## src/rtl/axi_decerr_responder.sv

```systemverilog
// Default AXI slave: completes unmapped-address transactions with DECERR.
// Ports: AXI AW/W/B/AR/R channels plus a saturating DECERR_COUNT output.
module axi_decerr_responder #(
    parameter int id_bits   = 4,
    parameter int data_bits = 32,
    parameter int cnt_bits  = 16
) (
    input  logic                 ACLK,
    input  logic                 ARESETn,
    input  logic                 AWVALID,
    output logic                 AWREADY,
    input  logic [id_bits-1:0]   AWID,
    input  logic [7:0]           AWLEN,
    input  logic                 WVALID,
    output logic                 WREADY,
    input  logic [data_bits-1:0] WDATA,
    input  logic                 WLAST,
    output logic                 BVALID,
    input  logic                 BREADY,
    output logic [id_bits-1:0]   BID,
    output logic [1:0]           BRESP,
    input  logic                 ARVALID,
    output logic                 ARREADY,
    input  logic [id_bits-1:0]   ARID,
    input  logic [7:0]           ARLEN,
    output logic                 RVALID,
    input  logic                 RREADY,
    output logic [id_bits-1:0]   RID,
    output logic [data_bits-1:0] RDATA,
    output logic [1:0]           RRESP,
    output logic                 RLAST,
    output logic [cnt_bits-1:0]  DECERR_COUNT
);

    localparam logic [1:0] DECERR = 2'b11;

    typedef enum logic [1:0] {
        W_IDLE,
        W_DATA,
        W_RESP
    } w_state_e;

    typedef enum logic {
        R_IDLE,
        R_DATA
    } r_state_e;

    // Write data and burst length carry no meaning for an error response.
    logic unused_inputs;
    assign unused_inputs = ^{WDATA, AWLEN};

    w_state_e                w_state_q, w_state_d;
    logic                    aw_ready_q, aw_ready_d;
    logic                    w_ready_q, w_ready_d;
    logic                    b_valid_q, b_valid_d;
    logic [id_bits-1:0]      aw_id_q, aw_id_d;
    logic [id_bits-1:0]      b_id_q, b_id_d;
    logic [1:0]              b_resp_q, b_resp_d;

    r_state_e                r_state_q, r_state_d;
    logic                    ar_ready_q, ar_ready_d;
    logic                    r_valid_q, r_valid_d;
    logic                    r_last_q, r_last_d;
    logic [id_bits-1:0]      r_id_q, r_id_d;
    logic [1:0]              r_resp_q, r_resp_d;
    logic [7:0]              r_cnt_q, r_cnt_d;

    logic [cnt_bits-1:0]     cnt_q, cnt_d;
    logic [cnt_bits:0]       cnt_sum;
    logic                    b_hs;
    logic                    r_done;

    assign b_hs   = b_valid_q & BREADY;
    assign r_done = r_valid_q & RREADY & r_last_q;

    always_comb begin
        w_state_d  = w_state_q;
        aw_ready_d = aw_ready_q;
        w_ready_d  = w_ready_q;
        b_valid_d  = b_valid_q;
        aw_id_d    = aw_id_q;
        b_id_d     = b_id_q;
        b_resp_d   = b_resp_q;
        case (w_state_q)
            W_IDLE: begin
                if (AWVALID && aw_ready_q) begin
                    aw_id_d    = AWID;
                    aw_ready_d = 1'b0;
                    w_ready_d  = 1'b1;
                    w_state_d  = W_DATA;
                end
            end
            W_DATA: begin
                // Only WLAST ends the burst; AWLEN is deliberately ignored.
                if (WVALID && w_ready_q && WLAST) begin
                    w_ready_d = 1'b0;
                    b_valid_d = 1'b1;
                    b_id_d    = aw_id_q;
                    b_resp_d  = DECERR;
                    w_state_d = W_RESP;
                end
            end
            W_RESP: begin
                if (b_hs) begin
                    b_valid_d  = 1'b0;
                    aw_ready_d = 1'b1;
                    w_state_d  = W_IDLE;
                end
            end
            default: begin
                w_state_d  = W_IDLE;
                aw_ready_d = 1'b1;
                w_ready_d  = 1'b0;
                b_valid_d  = 1'b0;
            end
        endcase
    end

    always_comb begin
        r_state_d  = r_state_q;
        ar_ready_d = ar_ready_q;
        r_valid_d  = r_valid_q;
        r_last_d   = r_last_q;
        r_id_d     = r_id_q;
        r_resp_d   = r_resp_q;
        r_cnt_d    = r_cnt_q;
        case (r_state_q)
            R_IDLE: begin
                if (ARVALID && ar_ready_q) begin
                    r_cnt_d    = ARLEN;
                    ar_ready_d = 1'b0;
                    r_valid_d  = 1'b1;
                    r_id_d     = ARID;
                    r_resp_d   = DECERR;
                    r_last_d   = (ARLEN == 8'd0);
                    r_state_d  = R_DATA;
                end
            end
            R_DATA: begin
                if (r_valid_q && RREADY) begin
                    if (r_last_q) begin
                        r_valid_d  = 1'b0;
                        r_last_d   = 1'b0;
                        ar_ready_d = 1'b1;
                        r_state_d  = R_IDLE;
                    end else begin
                        // Counter is >= 1 here, so it never wraps.
                        r_cnt_d  = r_cnt_q - 8'd1;
                        r_last_d = (r_cnt_q == 8'd1);
                    end
                end
            end
            default: begin
                r_state_d  = R_IDLE;
                ar_ready_d = 1'b1;
                r_valid_d  = 1'b0;
                r_last_d   = 1'b0;
            end
        endcase
    end

    // One extra bit catches overflow so the count can clamp at all-ones.
    always_comb begin
        cnt_sum = {1'b0, cnt_q}
                + (cnt_bits+1)'(b_hs)
                + (cnt_bits+1)'(r_done);
        if (cnt_sum[cnt_bits]) begin
            cnt_d = '1;
        end else begin
            cnt_d = cnt_sum[cnt_bits-1:0];
        end
    end

    always_ff @(posedge ACLK or negedge ARESETn) begin
        if (!ARESETn) begin
            w_state_q  <= W_IDLE;
            aw_ready_q <= 1'b1;
            w_ready_q  <= 1'b0;
            b_valid_q  <= 1'b0;
            aw_id_q    <= '0;
            b_id_q     <= '0;
            b_resp_q   <= 2'b00;
            r_state_q  <= R_IDLE;
            ar_ready_q <= 1'b1;
            r_valid_q  <= 1'b0;
            r_last_q   <= 1'b0;
            r_id_q     <= '0;
            r_resp_q   <= 2'b00;
            r_cnt_q    <= 8'd0;
            cnt_q      <= '0;
        end else begin
            w_state_q  <= w_state_d;
            aw_ready_q <= aw_ready_d;
            w_ready_q  <= w_ready_d;
            b_valid_q  <= b_valid_d;
            aw_id_q    <= aw_id_d;
            b_id_q     <= b_id_d;
            b_resp_q   <= b_resp_d;
            r_state_q  <= r_state_d;
            ar_ready_q <= ar_ready_d;
            r_valid_q  <= r_valid_d;
            r_last_q   <= r_last_d;
            r_id_q     <= r_id_d;
            r_resp_q   <= r_resp_d;
            r_cnt_q    <= r_cnt_d;
            cnt_q      <= cnt_d;
        end
    end

    assign AWREADY      = aw_ready_q;
    assign WREADY       = w_ready_q;
    assign BVALID       = b_valid_q;
    assign BID          = b_id_q;
    assign BRESP        = b_resp_q;
    assign ARREADY      = ar_ready_q;
    assign RVALID       = r_valid_q;
    assign RID          = r_id_q;
    assign RDATA        = '0;
    assign RRESP        = r_resp_q;
    assign RLAST        = r_last_q;
    assign DECERR_COUNT = cnt_q;

endmodule

```

## config.mk

```make
export PLATFORM = sky130hd
export DESIGN_NAME = axi_decerr_responder
export DESIGN_NICKNAME = d
export VERILOG_FILES = /design/src/rtl/axi_decerr_responder.sv
export SDC_FILE = /design/constraint.sdc
export NUM_CORES = 1
export LEC_CHECK = 0
export BUFFER_PORTS_ARGS = -buffer_cell sky130_fd_sc_hd__buf_4
export CAP_MARGIN = 5
export CORE_AREA = 2 2 75 77
export CTS_CLUSTER_SIZE = 30
export DETAILED_ROUTE_END_ITERATION = 6
export DIE_AREA = 0 0 77 79
export PLACE_DENSITY = 0.81
export RECOVER_POWER = 100
export SYNTH_ARGS = -nofsm -noshare
export SYNTH_HDL_FRONTEND = slang
export SYNTH_SLANG_ARGS = --single-unit
```

## constraint.sdc

```tcl
create_clock -name ACLK -period 3 [get_ports ACLK]
set_input_delay 0.15 -clock ACLK [delete_from_list [all_inputs] [get_ports ACLK]]
set_output_delay 0.15 -clock ACLK [all_outputs]
set_load 0.05 [all_outputs]
```

Word-level counts from Yosys, hierarchy flattened:

Index checks and enable logic that the tools add are counted.
Widths: inputs -> output; s select.

* register bits after elaboration: 47
* input port bits: 64
* output and inout port bits: 66
* logic and storage cells: 86

* add/sub/neg operators: 3
* equal/unequal tests: 10
* muxes and demuxes: 34
* bitwise operators: 7
* reductions and logical operators: 17

Operator list (number)
* $mux 8: 3
* $mux 1: 18
* $reduce_and 3->1: 6
* $add 16x1->17: 1
* $add 17x1->17: 1
* $mux 16: 1
* $pmux 8 s2: 1
* $ne 2x2->1 const B: 5
* $pmux 1 s3: 3
* $eq 8x1->1 const B: 1
* $logic_not 8->1: 1
* $pmux 1 s2: 4
* $reduce_and 2->1: 4
* $sub 8x1->8 const B: 1
* $mux 2: 3
* $pmux 2 s3: 1
* $logic_and 1x1->1: 5
* $ne 2x1->1 const B: 2
* $not 1->1: 4
* $and 1x1->1: 3
* $eq 2x1->1 const B: 1
* $eq 2x2->1 const B: 1
* $logic_not 2->1: 1

Depth between registers and ports, before layout:

Gate-level depths: netlist (run 1).

* word-level depth: 4
* mapped depth: 8
* gate-level depth less buffers: 7

Least setup slack after synthesis (run 1):

Ideal clock, no wire load.

* kind: reg-to-reg
* start point: register r_valid_q (netlist: RVALID)
* end point: register cnt_q[10] (netlist: DECERR_COUNT[10])
* library setup time: 83 ps
* arrival time: 2173 ps
* data required time: 2917 ps
* slack: 744 ps
* stages on the path, launching flop included: 9
* path buffers: 1
* period minus slack after synthesis: 2256 ps
* cell sequence: dfrtp_1 -> and3_1 -> fa_1 -> ha_1 -> nand2_1 -> nor3_4 -> nand3_1 -> buf_2 -> o21ai_0

* cells in the longest elaborated chain, start to end: 4

RTL lines
* from (decl): RTL line 62 `logic r_valid_q, r_valid_d;`
* from (signal assigned): RTL line 201 `r_valid_q <= r_valid_d;`
* $and 1x1->1 (2 in a row): RTL line 74 `assign r_done = r_valid_q & RREADY & r_last_q;`
* $add 17x1->17: RTL line 166 `+ (cnt_bits+1)'(r_done);`
* $mux 16: RTL line 167 `if (cnt_sum[cnt_bits]) begin`
* via cnt_d[10]: RTL line 68 `logic [cnt_bits-1:0] cnt_q, cnt_d;`
* to (signal assigned): RTL line 206 `cnt_q <= cnt_d;`
* to (decl): RTL line 68

The timed path passes the listed nets, and every way through them passes these cells.
A chain may end at the register's enable or synchronous reset.

Final worst setup path (run 1):

* start point: register r_last_q (netlist: RLAST)
* end point: register cnt_q[13] (netlist: DECERR_COUNT[13])

* cells in the longest elaborated chain, start to end: 3

RTL lines
* from (decl): RTL line 63 `logic r_last_q, r_last_d;`
* from (signal assigned): RTL line 202 `r_last_q <= r_last_d;`
* $and 1x1->1: RTL line 74
* $add 17x1->17: RTL line 166
* $mux 16: RTL line 167
* via cnt_d[13]: RTL line 68

The timed path passes the listed nets, and every way through them passes these cells.

==> results of run 1 <==
-- worst min-delay path by stage --
stage | startpoint | endpoint | slack, ns
final | AWID[0] | aw_id_q[0]$_DFFE_PN0P_ | 0.08
after global routing | ARID[1] | RID[1]$_DFFE_PN0P_ | 0.06
after CTS | AWID[0] | aw_id_q[0]$_DFFE_PN0P_ | 0.07
after detailed placement | ARESETn | BVALID$_DFFE_PN0P_ | 0.21
after global placement | ARESETn | r_cnt_q[3]$_DFFE_PN0P_ | 0.20
after floorplan | ARESETn | BID[0]$_DFFE_PN0P_ | -0.15
-- state kept, by name, indices dropped and copies added (netlist names) --
name and cells:
BID 4, r_state_q 1, w_state_q 2, RID 4, RVALID 1, BVALID 1, RRESP 1, ARREADY 1
BRESP 1, AWREADY 1, RLAST 1, r_cnt_q 8, aw_id_q 4, DECERR_COUNT 16, WREADY 1
-- cell usage in the layout (no fill, tap or decap), types with 2 or more instances in the layout --
cell type      netlist  layout
a21oi_1             10      10
a31oi_1              6       6
and2_0               0       2
and3_1               6       6
buf_4               34      22
clkbuf_1             1      35
clkbuf_8             0       6
conb_1               1      32
dfrtp_1             45      45
dfstp_2              2       2
dlygate4sd3_1        0       2
ha_1                 3       3
inv_1                9       9
mux2_2              12      12
mux2i_1              4       4
nand2_1             19      19
nand2b_1             7       7
nand3_1             12      12
nor2_1              17      17
nor2b_1              3       3
nor3_1               4       4
nor4_1               3       3
o21ai_0             11      11
o22a_1               2       2
o22ai_1              2       2
xnor2_1              6       6
xor2_1               2       2
-- cell families (layout without fill, tap and decap cells) --
group | Yosys count | after routing | share of synthesized area [%]
AOI/OAI and AO/OA | 42 | 42 | 11.0
other | 1 | 32 | 0.150
buffers and inverters | 48 | 76 | 12.5
muxes | 16 | 16 | 7.01
xor gates and xnor gates | 8 | 8 | 2.80
adders and majority gates | 4 | 4 | 2.30
DFF | 47 | 47 | 47.2
and+or+nand+nor | 82 | 82 | 17.1
-- layout make-up --
cell class              count  area, µm²
flip-flops and latches     47       1180
fillers                   535       2500
repair buffers             59        318
clock inverters             1       8.76
inverters                   9       33.8
well taps                  72       90.1
clock buffers               7       86.3
multi-input cells         184       1120
-- layer usage --
| metal | up-vias | global-route usage [%] | wire, µm |
|---|---|---|---|
| met5 | - | 0 | 0 |
| met4 | 0 | 5.89 | 36 |
| met3 | 2 | 4.89 | 312 |
| met2 | 67 | 26.7 | 2140 |
| met1 | 891 | 21.1 | 2180 |
| li1 | 913 | - | - |
-- worst max-delay path: stages, from the launching register on --
cell     delay (ns)
dfrtp_1        0.42
and3_1         0.24
fa_1           0.22
ha_1           0.21
nand2_1        0.12
nor3_4         0.37
nand3_1        0.43
o21ai_0        0.20
-- timing repair --
item | CTS | global route
setup buffers | 0 | 0
hold endpoints to repair | 46 | 0
hold buffers | 2 | 0
gates resized for setup | 0 | 0
-- power by group through the flow --
stage	Clock, µW	Sequential, µW	Combinational [µW]
6_report	399	810	624
5_1_grt	439	826	663
4_1_cts	413	815	702
3_5_place_dp	0	826	700
3_3_place_gp	0	820	687
2_1_floorplan	0	1070	286
-- through the flow --
stage	area [µm²]	setup slack, ns	hold WS, ns	cells
floorplan	2620	0.744	-0.146	279
global placement	2850	0.682	0.202	369
detailed placement	2850	0.670	0.211	369
CTS	2970	0.632	0.0696	379
global route	2840	0.420	0.0595	379
finish	2840	0.691	0.0789	379
==> impl_metrics.json, run 1 <==
{
  "pwr-share-seq_pct": 44.2,
  "cp-startpoint": "RLAST$_DFFE_PN0P_",
  "syn_to_final_growth_pct": 13.6,
  "fp.dieW_um": 77,
  "avgSynthCellArea_um2": 10.1,
  "power_frac_clock_pct": 21.8,
  "arrival_ns": 2.53,
  "clkTransAtPathRegs_ns": 0.09,
  "internal-power_uw": 1070,
  "p_sw_uw": 768,
  "synth_cell_types": 47,
  "antenna_found_initial": 0,
  "die_y_um": 79,
  "routedWlPerCell_um": 12.3,
  "start_kind": "flop",
  "swShare_pct": 41.9,
  "dieArea_um2": 6080,
  "worstPathRequired_ns": 3.22,
  "grt_util_all_layers_pct": 16.5,
  "fin_util_pct": 53.2,
  "cts_buffer_depth": 2,
  "grt-ovfl-total": 0,
  "drv_slew": 0,
  "slew_headroom_pct": 23.0,
  "r2r_cells": 7,
  "rsz0062_at_grt": "false",
  "reg2reg_to": "DECERR_COUNT[13]$_DFF_PN0_",
  "critPathCaptureType": "flop",
  "yosys.area.top_type": "dfrtp_1",
  "clk_latency_ns": 0.30,
  "cp-endpoint": "DECERR_COUNT[13]$_DFF_PN0_",
  "r2r_slack_ns": 0.69,
  "cts_buffers": 5,
  "total_power_uw": 1830,
  "grt_start_max_net_pins": 48,
  "drc_errors": 0,
  "critical_path_class": "flop to flop",
  "drt-total-wl_um": 4660,
  "core_um2": 5340,
  "synth_top_area_share_pct": 45.1,
  "finalCritPeriodShare_pct": 77.0,
  "grt_pass1_vias": 1761,
  "max_cap_violations": 0,
  "leakage_uw": 0.00141,
  "hold_depth": 2,
  "cts_tree": "yes",
  "hold_violations": 0,
  "postSynthCellCount": 248,
  "num_rows": 27,
  "drtIter0Drc": 76,
  "cts_sinks": 47,
  "p_comb_share_pct": 34.0,
  "status": "finished clean",
  "portBuffers": 57,
  "worstMarginPinSlew_ns": 1.16,
  "dr.pass1.iters": 4,
  "avgViaCountPerCell": 4.94,
  "num_vias": 1873,
  "drive_gt1_share_pct": 16.3,
  "skew_ns": 0.00920,
  "vdd_drop_max_mv": 0.398,
  "power_density_nw_per_um2": 646,
  "root_buffer": "clkbuf_8",
  "num-nets-final": 374,
  "yosysMostFrequentCell": "dfrtp_1",
  "hold_path_class": "input port to flop",
  "h-tree-depth": 2,
  "ys_ff_latch": 47,
  "async_flop_share_pct": 100,
  "tns_ns": 0,
  "synth_area_um2": 2500,
  "grt_pass1_wl_um": 8020,
  "critical_path_peak_fanout": 13,
  "gp_congestion": 0.813,
  "num_io_pins": 130,
  "detailed_place_hpwl_um": 3350,
  "antenna_left": 0,
  "setup_viol": 0,
  "clock.fmax_mhz": 433,
  "reg2reg_from": "RLAST$_DFFE_PN0P_",
  "start_util_pct": 46.8,
  "yosys-top-cells-area": "dfrtp_1 45%, buf_4 10%, mux2_2 5.4%",
  "synth_edf_count": 0,
  "n_antenna_cell": 0,
  "synth_warnings": 0,
  "synth_commonest_cells": "45 x dfrtp_1, 34 x buf_4, 19 x nand2_1",
  "ys_seq_area_share_pct": 47.2,
  "synth_ff_type": "dfrtp_1",
  "layout_min_cycle_time_ns": 2.31
}
Power figures use the tool's default switching activity.
==> inputs of run 2 (changes only) <==
- CORE_AREA: 2 2 75 77 -> 2 2 82 84
- DIE_AREA: 0 0 77 79 -> 0 0 84 86
- PLACE_DENSITY: 0.81 -> 0.71
- clock period: 3 -> 1.9 ns (I/O delays scaled with it)
==> run 2 against run 1 <==
Against the previous run:
- first-iteration DRC count fell by 14%
- sequential power rose by 59%
- largest cell class is now multi-input combinational cells
- non-clock buffer count rose by 22
- total power rose by 64%
- critical path type unchanged
==> impl_metrics.json, run 2 (synthesis gave the netlist of run 1 again) <==
{
  "status": "finished clean",
  "reg2reg_to": "DECERR_COUNT[10]$_DFF_PN0_",
  "die_y_um": 86,
  "grt_util_all_layers_pct": 14.9,
  "num_io_pins": 130,
  "worstPathRequired_ns": 2.10,
  "critPathCaptureType": "flop",
  "detailed_place_hpwl_um": 3770,
  "num-nets-final": 396,
  "worstMarginPinSlew_ns": 1.20,
  "drive_gt1_share_pct": 29.5,
  "start_util_pct": 39.8,
  "clock.fmax_mhz": 535,
  "cts_sinks": 47,
  "core_um2": 6280,
  "critical_path.slowest_cell": "dfrtp_2",
  "fp.dieW_um": 84,
  "min_to": "aw_id_q[2]$_DFFE_PN0P_",
  "drc_errors": 0,
  "crit_path_cell_trace": "and3_4, fa_2, ha_4, nand2_4, nor3_4, buf_4, and4_1, o21ai_1",
  "setup_ws_ns": 0.0304,
  "routedWlPerCell_um": 13.2,
  "drt-total-wl_um": 5370,
  "antenna_found_initial": 0,
  "layout_common_cells": "46 x buf_4, 42 x dfrtp_1, 32 x conb_1",
  "drtIter0Drc": 65,
  "portBuffers": 57,
  "setup_viol": 0,
  "layout_min_cycle_time_ns": 1.87,
  "total_power_uw": 3010,
  "slew_headroom_pct": 20.2,
  "root_buffer": "clkbuf_8",
  "arrival_ns": 2.07,
  "reg2reg_from": "RVALID$_DFFE_PN0P_",
  "leakage_uw": 0.00156,
  "max_cap_violations": 0,
  "skew_ns": 0.00530,
  "start_kind": "flop",
  "grt_pass1_wl_um": 8720,
  "cts_tree": "yes",
  "power_density_nw_per_um2": 956,
  "dr.pass1.iters": 4,
  "critPathMaxStageDelay_ns": 0.37,
  "clkTransAtPathRegs_ns": 0.10,
  "mostFrequentLayoutCell": "buf_4",
  "rsz0062_at_grt": "true",
  "dpl_worst_slack_ns": 0.0105,
  "dieArea_um2": 7220,
  "largest_reg_flops": 16,
  "nFillCells": 622,
  "grt-ovfl-total": 0,
  "hold_start": "AWID[2]",
  "vdd_drop_max_mv": 0.720,
  "final_cells": 406,
  "r2r_cells": 8,
  "critPathTopFamily": "simple AND/OR/NAND/NOR gates",
  "dp_cells": 387,
  "r2r_slack_ns": 0.03,
  "cts_buffer_depth": 2,
  "cts_buffers": 5,
  "hold_depth": 2,
  "grt_start_max_net_pins": 48,
  "avgViaCountPerCell": 4.88,
  "clk_latency_ns": 0.30,
  "grt_pass1_vias": 1904,
  "syn_to_final_growth_pct": 25.8,
  "critical_path_class": "flop to flop",
  "critical_path_peak_fanout": 5,
  "gp_congestion": 0.853,
  "cp.buffers_inverters": 1,
  "drv_slew": 0,
  "finalCritPeriodShare_pct": 98.4,
  "hold_violations": 0,
  "num_vias": 1982,
  "antenna_left": 0,
  "h-tree-depth": 2,
  "n_antenna_cell": 0,
  "hold_path_class": "input port to flop",
  "num_rows": 29
}
==> run 2: routing by layer <==
layer | GRT usage [%] | vias up | routed length [µm]
li1 | - | 958 | -
met1 | 18.1 | 956 | 2320
met2 | 26.3 | 66 | 2690
met3 | 4.72 | 2 | 341
met4 | 3.08 | 0 | 15
met5 | 0 | - | 0
==> run 2: layout make-up <==
cell class | count | area, µm² | share of cell area (%)
multi-input combinational | 184 | 1200 | 38.1
clock buffer | 5 | 68.8 | 2.19
clock inverter | 3 | 26.3 | 0.836
inverter | 9 | 33.8 | 1.07
tap | 77 | 96.3 | 3.06
sequential | 47 | 1180 | 37.6
timing repair buffer | 81 | 539 | 17.2
==> run 2: through the flow <==
stage | util [%] | TNS [ns] | hold WS [ns] | area, µm²
finish | 50.1 | 0 | 0.0220 | 3140
global route | 50.1 | -0.247 | 0.00764 | 3140
CTS | 49.5 | 0 | 0.00136 | 3100
detailed placement | 47.6 | 0 | 0.161 | 2990
global placement | 47.6 | 0 | 0.150 | 2990
floorplan | - | 0 | -0.201 | 2650
==> run 2: what timing repair did <==
item	4_1_cts	5_1_grt
pin swaps	1	3
hold buffers	2	3
setup endpoints to repair	1	4
gates resized for setup	0	20
setup buffers	0	6
hold endpoints to repair	46	3
==> run 2: worst max-delay path by stage <==
stage                                  start                    endpoint  slack [ns]  cells after the start
after floorplan            RLAST$_DFFE_PN0P_  DECERR_COUNT[10]$_DFF_PN0_       0.008                      8
after global placement    BVALID$_DFFE_PN0P_  DECERR_COUNT[14]$_DFF_PN0_        0.06                      8
after detailed placement  BVALID$_DFFE_PN0P_  DECERR_COUNT[14]$_DFF_PN0_        0.01                      8
after CTS                 BVALID$_DFFE_PN0P_  DECERR_COUNT[14]$_DFF_PN0_       0.005                      8
after global routing       RLAST$_DFFE_PN0P_  DECERR_COUNT[14]$_DFF_PN0_       -0.04                      8
final                     RVALID$_DFFE_PN0P_  DECERR_COUNT[10]$_DFF_PN0_        0.03                      8
==> run 2: where the power goes <==
group	total, µW	switching (µW)	internal [µW]
sequential	1290	130	1160
combinational	1070	783	287
clock	647	376	271
total	3010	1290	1720
==> inputs of run 3 (changes only) <==
- CORE_AREA: 2 2 82 84 -> 2 2 73 93
- DIE_AREA: 0 0 84 86 -> 0 0 75 95
- MAX_ROUTING_LAYER: default -> met4
- PLACE_DENSITY: 0.71 -> 0.72
==> run 3 against run 2 <==
Against the previous run:
- sequential power is essentially flat
- die area fell by 1.4%
- setup slack better by 0.064 ns
- fmax rose by 3.5%
- cell area decreased by 5.0%
- global-route usage is 0.24 points higher
- clock power rose by 12%
- total power is 0.82% higher
- critical path type unchanged
- largest cell class is now registers
- largest power group unchanged
==> impl_metrics.json, run 3 (synthesis gave the netlist of run 1 again) <==
{
  "layout_min_cycle_time_ns": 1.81,
  "crit_path_cell_trace": "and2_1, fa_2, ha_4, nand2_2, nor3_4, nand3_2, buf_4, o21ai_0",
  "critical_path_class": "flop to flop",
  "start_util_pct": 39.6,
  "nFillCells": 625,
  "finalCritPeriodShare_pct": 95.1,
  "drc_errors": 0,
  "grt_util_all_layers_pct": 15.2,
  "critical_path.slowest_cell": "dfrtp_2",
  "leakage_uw": 0.00145,
  "worstPathRequired_ns": 2.08,
  "drv_slew": 0,
  "clk_latency_ns": 0.29,
  "layout_common_cells": "42 x dfrtp_1, 39 x clkbuf_1, 32 x conb_1, 32 x buf_4, 18 x nand2_1",
  "slew_headroom_pct": 23.0,
  "dr.pass1.iters": 4,
  "cp.buffers_inverters": 1,
  "setup_viol": 0,
  "root_buffer": "clkbuf_8",
  "drive_gt1_share_pct": 20.6,
  "critPathMaxStageDelay_ns": 0.41,
  "power_density_nw_per_um2": 1010,
  "vdd_drop_max_mv": 0.647,
  "cts_sinks": 47,
  "die_y_um": 95,
  "gp_congestion": 0.848,
  "clock.fmax_mhz": 554,
  "cts_tree": "yes",
  "syn_to_final_growth_pct": 19.5,
  "antenna_found_initial": 0,
  "grt_pass1_vias": 1878,
  "h-tree-depth": 2,
  "n_antenna_cell": 0,
  "tns_ns": 0,
  "portBuffers": 57,
  "detailed_place_hpwl_um": 3810,
  "routedWlPerCell_um": 12.3,
  "worstMarginPinSlew_ns": 1.15,
  "critical_path_peak_fanout": 13,
  "final_cell_area_um2": 2990,
  "max_cap_violations": 0,
  "cts_buffer_depth": 2,
  "grt_start_max_net_pins": 48,
  "critPathTopFamily": "adder cells",
  "avgViaCountPerCell": 4.73,
  "num-nets-final": 387,
  "placed_area_um2": 3000,
  "cts_buffers": 5,
  "largest_reg_flops": 16,
  "critPathCaptureType": "flop",
  "fp.dieW_um": 75,
  "num_io_pins": 130,
  "hold_path_class": "input port to flop",
  "arrival_ns": 1.98,
  "mostFrequentLayoutCell": "dfrtp_1",
  "num_vias": 1925,
  "dieArea_um2": 7130,
  "drt-total-wl_um": 5010,
  "grt_pass1_wl_um": 8110,
  "clkTransAtPathRegs_ns": 0.09,
  "status": "finished clean",
  "start_kind": "flop",
  "num_rows": 33,
  "grt-ovfl-total": 0,
  "rsz0062_at_grt": "false",
  "drtIter0Drc": 98,
  "antenna_left": 0,
  "core_um2": 6320,
  "skew_ns": 0.00625,
  "hold_violations": 0
}
==> run 3: changes by cell type in the layout (fill, tap and decap cells not counted), sizes merged <==
cell	change
buf	-18
clkbuf	+14
dlygate4sd3	-3
inv	-2
bufinv	+1
clkinv	-1
==> run 3: timing repair <==
item,in CTS,in global routing
endpoints found under the hold margin,46,0
gates resized for setup,0,0
hold buffers,2,0
buffers inserted,0,0
==> run 3: final cells by class <==
type	count	area (µm²)	area share (%)
multi-input combinational	184	1150	38.5
clock buffer	7	76.3	2.56
timing repair buffer	72	404	13.5
clock inverter	1	30.0	1.01
sequential	47	1180	39.6
tap	87	109	3.64
inverter	9	33.8	1.13
==> run 3: final timing paths <==
path                                      startpoint                   endpoint  slack (ns)  depth (start not counted)
worst max-delay path              BVALID$_DFFE_PN0P_  DECERR_COUNT[7]$_DFF_PN0_        0.09                          8
min in group asynchronous                    ARESETn         BID[3]$_DFFE_PN0P_        0.56                          2
worst min-delay path                         ARID[3]         RID[3]$_DFFE_PN0P_        0.03                          2
worst min register to register  BRESP[0]$_DFFE_PN0P_       BRESP[0]$_DFFE_PN0P_        0.50                          1
worst max register to register    BVALID$_DFFE_PN0P_  DECERR_COUNT[7]$_DFF_PN0_        0.09                          8
max in group asynchronous                    ARESETn         RVALID$_DFFE_PN0P_        0.57                          2
==> run 3: power by group <==
group | switching [µW] | total, µW | internal [µW]
logic | 771 | 1020 | 250
clock network | 331 | 725 | 394
registers | 126 | 1280 | 1160
total | 1230 | 3030 | 1800
==> run 3: stage by stage <==
step | worst slack, ns | hold WS [ns] | std cells | util [%] | power, µW
final | 0.0939 | 0.0251 | 407 | 47.3 | 3030
after global routing | 0.0110 | 0.0122 | 407 | 47.3 | 3180
after CTS | 0.0783 | 0.0129 | 407 | 49.5 | 3190
after global placement | 0.105 | 0.150 | 397 | 47.5 | 2430
after floorplan | 0.00792 | -0.201 | 279 | - | 2160
after detailed placement | 0.0966 | 0.143 | 397 | 47.5 | 2450
==> run 3: metal layers <==
layer | GRT usage (%) | part of all wire, %
met1 | 17.7 | 40
met2 | 24.6 | 52
met3 | 3.42 | 5.1
met4 | 6.85 | 2.2
met5 | - | 0
